**src/rtl/decoder_pkg.sv**
```systemverilog
// Shared FSM encoding and default select width for the decoder/sequencer block.
package decoder_pkg;

  localparam int DEFAULT_N = 3;

  typedef enum logic [1:0] {
    IDLE   = 2'd0,
    DECODE = 2'd1,
    SEQ    = 2'd2
  } state_t;

endpackage

```
**src/rtl/onehot_dec.sv**
```systemverilog
// Combinational N-to-2**N one-hot decoder.
module onehot_dec
  import decoder_pkg::*;
#(
  parameter int N = DEFAULT_N
) (
  input  logic [N-1:0]      A,
  output logic [(2**N)-1:0] Y
);

  localparam int W = 2 ** N;

  assign Y = W'(1) << A;

endmodule

```
**src/rtl/decoder_seq_nx2n.sv**
```systemverilog
// Registered N-to-2**N decoder with a wrapping phase-sequencer mode.
// Define DECODER_SEQ_ERR_EN to add the sticky out-of-range select flag on output err.
module decoder_seq_nx2n
  import decoder_pkg::*;
#(
  parameter int          N    = DEFAULT_N,
  parameter int unsigned LAST = (2 ** N) - 1
) (
  input  logic              clk,
  input  logic              rst,
  input  logic              E,
  input  logic              mode,
  input  logic [N-1:0]      A,
  input  logic              load,
  input  logic              step,
  output logic [(2**N)-1:0] Y,
  output logic              wrap,
`ifdef DECODER_SEQ_ERR_EN
  output logic              err,
`endif
  output logic [N-1:0]      phase
);

  localparam int W = 2 ** N;

  state_t         r_state;
  state_t         w_nextState;
  logic [N-1:0]   r_phase;
  logic [N-1:0]   w_phaseNext;
  logic [N-1:0]   w_decSel;
  logic [W-1:0]   r_y;
  logic [W-1:0]   w_yDec;
  logic [W-1:0]   w_yNext;
  logic           r_wrap;
  logic           w_wrapNext;
  logic           w_loadA;
  logic           w_aOutOfRange;
  logic           w_phaseAtLast;

  // Compared at 32 bits so an A above LAST (or a phase loaded above it) is seen as out of range.
  assign w_aOutOfRange = 32'(A) > LAST;
  assign w_phaseAtLast = 32'(r_phase) >= LAST;

  always_ff @(posedge clk or posedge rst) begin
    if (rst) begin
      r_state <= IDLE;
    end else begin
      r_state <= w_nextState;
    end
  end

  // Entering SEQ from any other state always loads A, regardless of load/step.
  always_comb begin
    w_nextState = IDLE;
    w_phaseNext = r_phase;
    w_wrapNext  = 1'b0;
    w_loadA     = 1'b0;
    if (E) begin
      if (!mode) begin
        w_nextState = DECODE;
      end else begin
        w_nextState = SEQ;
        if ((r_state != SEQ) || load) begin
          w_phaseNext = A;
          w_loadA     = 1'b1;
        end else if (step) begin
          if (w_phaseAtLast) begin
            w_phaseNext = '0;
            w_wrapNext  = 1'b1;
          end else begin
            w_phaseNext = r_phase + N'(1);
          end
        end
      end
    end
  end

  assign w_decSel = (w_nextState == DECODE) ? A : w_phaseNext;

  onehot_dec #(
    .N(N)
  ) u_onehotDec (
    .A(w_decSel),
    .Y(w_yDec)
  );

  assign w_yNext = E ? w_yDec : '0;

  always_ff @(posedge clk or posedge rst) begin
    if (rst) begin
      r_phase <= '0;
      r_y     <= '0;
      r_wrap  <= 1'b0;
    end else begin
      r_phase <= w_phaseNext;
      r_y     <= w_yNext;
      r_wrap  <= w_wrapNext;
    end
  end

  assign Y     = r_y;
  assign wrap  = r_wrap;
  assign phase = r_phase;

`ifdef DECODER_SEQ_ERR_EN
  logic r_err;
  logic w_errSet;

  // Sticky: only rst clears it.
  assign w_errSet = E && (!mode || w_loadA) && w_aOutOfRange;

  always_ff @(posedge clk or posedge rst) begin
    if (rst) begin
      r_err <= 1'b0;
    end else if (w_errSet) begin
      r_err <= 1'b1;
    end
  end

  assign err = r_err;
`endif

endmodule

```
**config.mk**
```make
export PLATFORM = sky130hd
export DESIGN_NAME = decoder_seq_nx2n
export DESIGN_NICKNAME = d
export VERILOG_FILES = /design/src/rtl/decoder_pkg.sv /design/src/rtl/onehot_dec.sv /design/src/rtl/decoder_seq_nx2n.sv
export SDC_FILE = /design/constraint.sdc
export NUM_CORES = 1
export LEC_CHECK = 0
export CAP_MARGIN = 20
export CELL_PAD_IN_SITES_DETAIL_PLACEMENT = 0
export CELL_PAD_IN_SITES_GLOBAL_PLACEMENT = 1
export CORE_MARGIN = 4
export CORE_UTILIZATION = 25
export CTS_BUF_LIST = sky130_fd_sc_hd__clkbuf_2 sky130_fd_sc_hd__clkbuf_4 sky130_fd_sc_hd__clkbuf_8
export CTS_CLUSTER_DIAMETER = 50
export CTS_CLUSTER_SIZE = 8
export DETAILED_ROUTE_END_ITERATION = 8
export DONT_BUFFER_PORTS = 1
export HOLD_SLACK_MARGIN = 0.06
export PLACE_DENSITY_LB_ADDON = 0.1
export SYNTH_ARGS = -nofsm -noshare
export SYNTH_HDL_FRONTEND = slang
export SYNTH_SLANG_ARGS = --single-unit
```
**constraint.sdc**
```tcl
create_clock -name clk -period 2.2 [get_ports clk]
set_input_delay 0.44 -clock clk [delete_from_list [all_inputs] [get_ports clk]]
set_output_delay 0.44 -clock clk [all_outputs]
set_load 0.01 [all_outputs]
```
After elaboration in Yosys (flattened, before gate mapping). Cells that the tools add are included. Widths: inputs -> output; s select.

Word-level logic and storage cells: 24. Register bits: 14. Input bits: 9.

Equality and inequality tests: 2. Mux-type cells: 14. $add $sub $neg: 1. Shift operators: 1. Reduce and logical (&&, ||, !) cells: 1. Order comparisons: 1.

Operators by type and width (number): $mux 3 (6); $mux 8 (1); $shl 1x3->8 const A (1); $mux 1 (5); $mux 2 (2); $add 3x1->3 const B (1); $ge 3x3->1 const B (1); $eq 2x1->1 const B (1); $ne 2x2->1 const B (1); $logic_or 1x1->1 (1).

Logic depth before layout (Yosys ltp). Gate-level depths: netlist (run 1).

Word-level depth: 9. Gate-level depth with buffers: 6.

By module. A second synthesis (run 1) with hierarchy kept.

Cells, all modules: 66. Area, all modules: 749.5 um2.

Modules (own cells, without submodules): decoder_seq_nx2n (sequential area each 350.3 um2, cells each 58, instances 1, area an instance 684.4 um2); onehot_dec (sequential area each 0.0 um2, cells each 8, instances 1, area an instance 65.1 um2).

Worst setup path before layout (run 1). OpenSTA, ideal clock, no wires.

Kind: reg-to-reg. Start point: register r_phase[1], in the netlist phase[1]. End point: register r_y[2], in the netlist Y[2]. Path slack: 0.447 ns. Arrival: 1.667 ns. Period minus slack after synthesis: 1.753 ns. Path buffers: 0. Stages on the path, launching flop included: 7. Cells stage by stage: dfrtp_1 ha_1 ha_1 nor3b_1 a32o_1 or3b_4 nor3_1.

Cells in the longest elaborated chain, start to end: 9. Elaborated cells between the ends (all ways): 10. Those cells by class: add/sub: 1; order compare: 1; shift: 1; mux: 7.

Ends and longest elaborated chain: start: declaration (line decoder_seq_nx2n.sv:28) `logic [N-1:0] r_phase;`; start signal: assignment (line decoder_seq_nx2n.sv:95) `r_phase <= w_phaseNext;`; $add 3x1->3 / $ge 3x3->1 (equally long branches) (line decoder_seq_nx2n.sv:71, decoder_seq_nx2n.sv:42); $mux 3 (line decoder_seq_nx2n.sv:67) `if (w_phaseAtLast) begin`; $mux 3 (line decoder_seq_nx2n.sv:66) `end else if (step) begin`; $mux 3 (line decoder_seq_nx2n.sv:63) `if ((r_state != SEQ) || load) begin`; $mux 3 (line decoder_seq_nx2n.sv:59) `if (!mode) begin`; $mux 3 * (line decoder_seq_nx2n.sv:58) `if (E) begin`; $mux 3 * (line decoder_seq_nx2n.sv:78) `assign w_decSel = (w_nextState == DECODE) ? A : w_phaseNext;`; $shl 1x3->8 * (line onehot_dec.sv:13) `assign Y = W'(1) << A;`; $mux 8 * (line decoder_seq_nx2n.sv:87) `assign w_yNext = E ? w_yDec : '0;`; net w_yNext[2] (line decoder_seq_nx2n.sv:33) `logic [W-1:0] w_yNext;`; end signal: assignment (line decoder_seq_nx2n.sv:96) `r_y <= w_yNext;`; end: declaration (line decoder_seq_nx2n.sv:31) `logic [W-1:0] r_y;`.

Mark *: on every way through the listed nets, which the timed path passes. The rest lies on a longest branch.

Worst setup path in the final report (run 1).
Start point: register r_phase[0], in the netlist phase[0]. End point: register r_y[5], in the netlist Y[5].

Same word-level chain as after synthesis.

==> out/qor.csv, run 1 <==
stage,metric,value,unit
run_status,status,finished clean,
yosys,Yosys cell types,29,
clock_tree,H-tree depth,1,
grt,initial antenna violation count,0,
die,Starting Density,0.273,
setup_path,type of the worst setup path,reg2reg,
grt,pin count of the biggest net entering global routing,15,
routing,vias per cell,5.13,
clock_tree,Post-CTS Resized,0,
clock_tree,Worst-Skew Late Latency,0.27,ns
yosys,syn_nets,73,
sta,Setup TNS,0,ns
routing,initial DRC count,7,
finish,post-route cell area,792,µm²
sta,Worst-Margin Slew,0.558,ns
sta,Final Skew,0.00113,ns
yosys,mapped cell area,702,µm²
placed_design,DP HPWL,1280,µm
setup_path,CP Data Arrival Time,1.96,ns
placed_design,I/O Buffers,0,
yosys,sequential element share of the synthesized area,0.499,
clock_tree,number of setup buffers added after CTS,0,
grt,vias in the first global route,547,
clock_tree,CTS buffer count,3,
sta,Final setup viols,0,
sta,Final Cycle Share,0.807,
routing,Antenna Nets Post-Route,0,
die,Die Span Y,61.0,µm
die,Core Box Area,2570,µm²
routing,drt first pass iters,4,
routing,WL per Instance,16.7,µm
die,Die Wd,61.0,µm
yosys,synthesized flop and latch total,14,
die,Placement Rows,18,
die,Die ar.,3720,µm²
run,Max Cap Viol,0,
sta,Fmax,563,MHz
finish,antenna cell count,0,
yosys,Avg Synthesized Cell Area,11.3,µm²
finish,Area Overhead vs Synth,12.8,%
finish,share of cells above drive strength 1,0.217,
min_path,worst hold path class,in2async,
routing,routed vias,508,
sta,Tmin final,1.78,ns
finish,Post-Layout Cell Count,99,
routing,Detailed Route WL,1650,µm
die,Ports,21,
placed_design,pre-CTS WS,0.459,ns
sta,Max-slew headroom,0.628,
grt,gr usage total,0.108,
clock_tree,clock-pin slew on the worst setup and hold paths,0.08,ns
clock_tree,CTS root buffer,clkbuf_4,
clock_tree,CTS sink count,14,
sta,RSZ-0062 raised after global routing,no,
setup_path,CP Launch Type,flip-flop,
setup_path,Critical Path RT,2.39,ns
pwr,Peak VDD IR,0.000339,V
pwr,PD cells,689,nW/µm²
setup_path,critical path endpoint category,flip-flop,
clock_tree,cts hold-fix bufs,0,
routing,Residual DRC,0,
clock_tree,clock buffer depth,2,
sta,Pins Over Slew Limit,0,
setup_path,Critical Path Fanout Max,4,
yosys,Mapped Cells,62,
pwr,Pleak,0.340,nW
placed_design,placed insts,96,
grt,Overflow after GRT,0,
grt,first-pass GRT wire length,2870,µm
placed_design,global placement routability congestion,0.741,
sta,worst hold slack,0.0943,ns
finish,nets,82,
placed_design,dpl cell area,769,µm²
sta,post-route setup slack,0.425,ns
clock_tree,CTS tree,done,
yosys,Synth Warn #,0,
sta,Final Hold Fails,0,
kinds of logic after synthesis:
| kind of cell | count (synthesis) | share of synthesized area |
|---|---|---|
| flops | 14 | 0.499 |
| buf+inv | 2 | 0.0107 |
| simple gates | 25 | 0.248 |
| compound gates | 15 | 0.150 |
| mux | 4 | 0.0570 |
| fa+ha+maj | 2 | 0.0356 |
worst paths after layout:
check	cells after the start	end	slack (ns)	startpoint
setup / recovery	6	Y[5]	0.42	phase[0]
hold / removal	1	phase[2]	0.09	rst
setup reg to reg	6	Y[5]	0.42	phase[0]
hold reg to reg	3	phase[2]	0.66	phase[2]
max in group asynchronous	1	Y[0]	1.74	rst
min in group clk	1	r_state[0]	0.23	mode
final cells by class:
| cell class | count | area (µm²) |
|---|---|---|
| fill | 291 | 1780 |
| multi-input combinational | 46 | 344 |
| tap | 30 | 37.5 |
| timing repair buffer | 4 | 30.0 |
| inverter | 2 | 7.51 |
| sequential | 14 | 350 |
| clock buffer | 3 | 22.5 |
registers in the layout, summed over array words and instances (netlist names):
signal and flops:
Y 8, r_state 2, phase 3, wrap 1
cell usage after synthesis, drive strengths merged:
master    n  area [µm²]
dfrtp    14         350
nor3      8        40.0
nand2     6        22.5
mux2i     4        40.0
o21ai     4        20.0
a21oi     3        18.8
a31oi     2        12.5
ha        2        25.0
inv       2        7.50
nor3b     2        20.0
a221o     1        10.0
a221oi    1        8.76
a2bb2oi   1        8.76
a32o      1        10.0
and2      1        7.51
and3      1        7.51
nand2b    1        6.26
nand3b    1        7.51
nand4bb   1        27.5
nor2      1        3.75
nor2b     1        6.26
o21a      1        7.51
o2bb2ai   1        8.76
or3b      1        11.3
or4b      1        13.8
critical path, stage by stage, from the launching register on:
cell and delay (ns):
dfrtp_1 0.39, ha_1 0.20, ha_1 0.20, nor3b_1 0.32, a32o_1 0.25, o21ai_1 0.14, nor3_1 0.19
per-layer routing:
metal  vias up  part of all wire  global-route usage
met4         0             0.012              0.0279
li1        251                 -                   -
met2        15              0.41               0.150
met1       240              0.45               0.138
met3         2              0.12              0.0745
met5         -                 0                   0
per-stage QoR:
stage          utilization  power, W
3_3_place_gp         0.300  0.000415
2_1_floorplan            -  0.000371
5_1_grt              0.308  0.000588
6_report             0.308  0.000545
3_5_place_dp         0.300  0.000409
4_1_cts              0.308  0.000555
cells in the final DEF (no fill, tap or decap):
master     Yosys  layout
clkbuf_4       0       3
inv_2          1       1
a221oi_1       1       1
buf_4          0       4
or4b_4         1       1
inv_1          1       1
nor3_1         8       8
o21ai_0        3       3
ha_1           2       2
nand3b_1       1       1
nor3b_1        1       1
a2bb2oi_1      1       1
a31oi_1        2       2
nand4bb_4      1       1
nor3b_2        1       1
a21oi_2        1       1
nand2_1        6       6
dfrtp_1       14      14
o21ai_1        1       1
mux2i_1        4       4
a32o_1         1       1
nor2_1         1       1
o21a_1         1       1
or3b_4         1       1
nand2b_1       1       1
and3_2         1       1
and2_2         1       1
nor2b_1        1       1
o2bb2ai_1      1       1
a21oi_1        2       2
a221o_1        1       1
power breakdown:
part / internal, W / switching (W) / total [W]
clock: 0.0000634 / 0.0000780 / 0.000141
sequential: 0.000274 / 0.0000135 / 0.000287
combinational: 0.0000498 / 0.0000667 / 0.000116
total: 0.000387 / 0.000158 / 0.000545
Power figures use the tool's default switching activity.
==> inputs of run 2 (changes only) <==
clock period = 1.84 ns   (was 2.2 ns; I/O delays follow)
==> run 2 against run 1 <==
Wire length rose by 9.0%. Global-route usage rose by 0.053 points. Combinational power rose by 31%. Critical path type unchanged. Largest cell class is now multi-input combinational cells.
==> out/qor.csv, run 2 (same netlist as run 1, synthesis figures left out) <==
stage,metric,value,unit,change
sta,Setup TNS,0,ns,unchanged
sta,Final Skew,0.00591,ns,+0.00479 ns
setup_path,Buf/Inv on CP,0,,unchanged
grt,vias in the first global route,544,,-0.55%
finish,max reg flops,8,,unchanged
die,Ports,21,,unchanged
clock_tree,H-tree depth,1,,unchanged
setup_path,crit-path leading delay family,simple AND/OR/NAND/NOR gates,,
clock_tree,CTS buffer count,3,,unchanged
sta,worst hold slack,0.152,ns,+0.0574 ns
setup_path,CP Data Arrival Time,1.96,ns,about the same
pwr,NetSw,0.000212,W,+34%
sta,Final setup viols,0,,unchanged
placed_design,DP HPWL,1330,µm,+4.2%
setup_path,Critical Path Fanout Max,4,,unchanged
routing,initial DRC count,5,,-2
placed_design,dpl cell area,762,µm²,-0.98%
clock_tree,CTS sink count,14,,unchanged
pwr,Clk network pwr share,0.316,,+0.057
pwr,PD cells,869,nW/µm²,+26%
finish,share of cells above drive strength 1,0.286,,+0.0683
min_path,Hold Path Origin,mode,,
pwr,Pleak,0.350,nW,+3.0%
routing,WL per Instance,18.0,µm,+7.9%
pwr,sequential share of power,0.474,,-0.053
sta,Worst-Margin Slew,0.565,ns,+0.00762 ns
setup_path,max incr delay on CP,0.41,ns,+0.02 ns
sta,Tmin final,1.75,ns,-0.0218 ns
sta,Fmax,570,MHz,+1.2%
finish,Area Overhead vs Synth,18.7,%,
setup_path,"reg-to-reg slack, setup",0.09,ns,-0.34 ns
finish,"most common cell after layout, fill and taps aside",dfrtp_1,,
clock_tree,number of setup buffers added after CTS,0,,unchanged
die,Die ar.,3720,µm²,unchanged
setup_path,worst reg2reg endpoint,Y[6],,
setup_path,critical-path cell list,ha_1 -> ha_2 -> nor3b_2 -> a32o_1 -> or3b_4 -> nor3_1,,
grt,pin count of the biggest net entering global routing,15,,unchanged
grt,first-pass GRT wire length,2820,µm,-1.7%
routing,Residual DRC,0,,unchanged
sta,Final Hold Fails,0,,unchanged
finish,antenna cell count,0,,unchanged
min_path,hold path endpoint,r_state[0],,
routing,drt first pass iters,4,,unchanged
pwr,Power Internal,0.000512,W,+32%
routing,Detailed Route WL,1800,µm,+9.0%
pwr,Net Sw Frac,0.293,,+0.00316
grt,initial antenna violation count,0,,unchanged
placed_design,pre-CTS WS,0.0438,ns,-0.415 ns
min_path,hold path depth,1,,
sta,RSZ-0062 raised after global routing,no,,
clock_tree,CTS root buffer,clkbuf_4,,
setup_path,FF-to-FF path depth,6,,unchanged
setup_path,Critical Path RT,2.04,ns,-0.35 ns
sta,Pins Over Slew Limit,0,,unchanged
routing,Antenna Nets Post-Route,0,,unchanged
routing,routed vias,532,,+4.7%
pwr,Peak VDD IR,0.000434,V,+28%
setup_path,Critical R2R Launch,phase[0],,
finish,nets,82,,unchanged
setup_path,type of the worst setup path,reg2reg,,
clock_tree,CTS tree,done,,
sta,Max-slew headroom,0.623,,-0.00508
finish,post-route cell area,833,µm²,+5.2%
routing,vias per cell,5.32,,+3.7%
grt,Overflow after GRT,0,,unchanged
die,Placement Rows,18,,unchanged
run_status,status,finished clean,,
clock_tree,clock buffer depth,2,,unchanged
finish,# fillers,274,,-5.8%
die,Die Wd,61.0,µm,unchanged
placed_design,I/O Buffers,0,,unchanged
die,Core Box Area,2570,µm²,unchanged
die,Die Span Y,61.0,µm,unchanged
clock_tree,clock-pin slew on the worst setup and hold paths,0.10,ns,+0.02 ns
clock_tree,Worst-Skew Late Latency,0.28,ns,about the same
setup_path,critical path endpoint category,flip-flop,,
setup_path,CP Launch Type,flip-flop,,
pwr,Comb power frac,0.210,,-0.004
finish,Final Core Density,0.325,,+0.0161
finish,most frequent cells in the layout,"14 x dfrtp_1, 7 x nor3_1, 6 x nand2_1",,
run,Max Cap Viol,0,,unchanged
sta,Final Cycle Share,0.953,,+0.146
min_path,worst hold path class,in2reg,,
placed_design,global placement routability congestion,0.711,,-4.1%
die,Starting Density,0.273,,unchanged
setup_path,"Slowest-stage cell, CP",or3b_4,,
sta,post-route setup slack,0.0867,ns,-0.338 ns
grt,gr usage total,0.109,,+0.000532
## run 2: area by class of cell
type / count / area, µm² / area share
clock buffers: 4 / 36.3 / 0.0435
inverters: 2 / 7.51 / 0.00901
multi-input cells: 46 / 369 / 0.443
flip-flops and latches: 14 / 350 / 0.420
well taps: 30 / 37.5 / 0.0450
repair buffers: 4 / 32.5 / 0.0390
## run 2: worst max path at each step
stage                     slack, ns  cells past startpoint    to  startpoint
after floorplan                0.09                      6  Y[2]    phase[1]
after global placement        0.004                      6  Y[5]    phase[0]
after detailed placement       0.04                      6  Y[7]    phase[0]
after CTS                      0.02                      6  Y[5]    phase[0]
after global routing          0.002                      6  Y[1]    phase[0]
final                          0.09                      6  Y[6]    phase[0]
## run 2: repair_timing
action | CTS | global route
gates resized for setup | 0 | 5
hold endpoints to repair | 14 | 0
setup endpoints to repair | 0 | 6
hold buffers | 1 | 0
## run 2: per-stage QoR
step | power, W | std cells
5_1_grt | 0.000768 | 100
2_1_floorplan | 0.000443 | 62
3_3_place_gp | 0.000492 | 95
3_5_place_dp | 0.000489 | 95
6_report | 0.000724 | 100
4_1_cts | 0.000721 | 100
## run 2: power by group through the flow
stage               logic [W]  registers, W  clock network [W]
finish               0.000152      0.000343           0.000229
global route         0.000172      0.000346           0.000251
CTS                  0.000142      0.000344           0.000235
detailed placement   0.000139      0.000350                  0
global placement     0.000142      0.000350                  0
floorplan           0.0000821      0.000361                  0
## run 2: metal layers
layer,track usage,up-vias,routed length [µm]
li1,-,248,-
met1,0.133,266,788
met2,0.159,16,787
met3,0.0723,2,199
met4,0.0279,0,22
met5,0,-,0
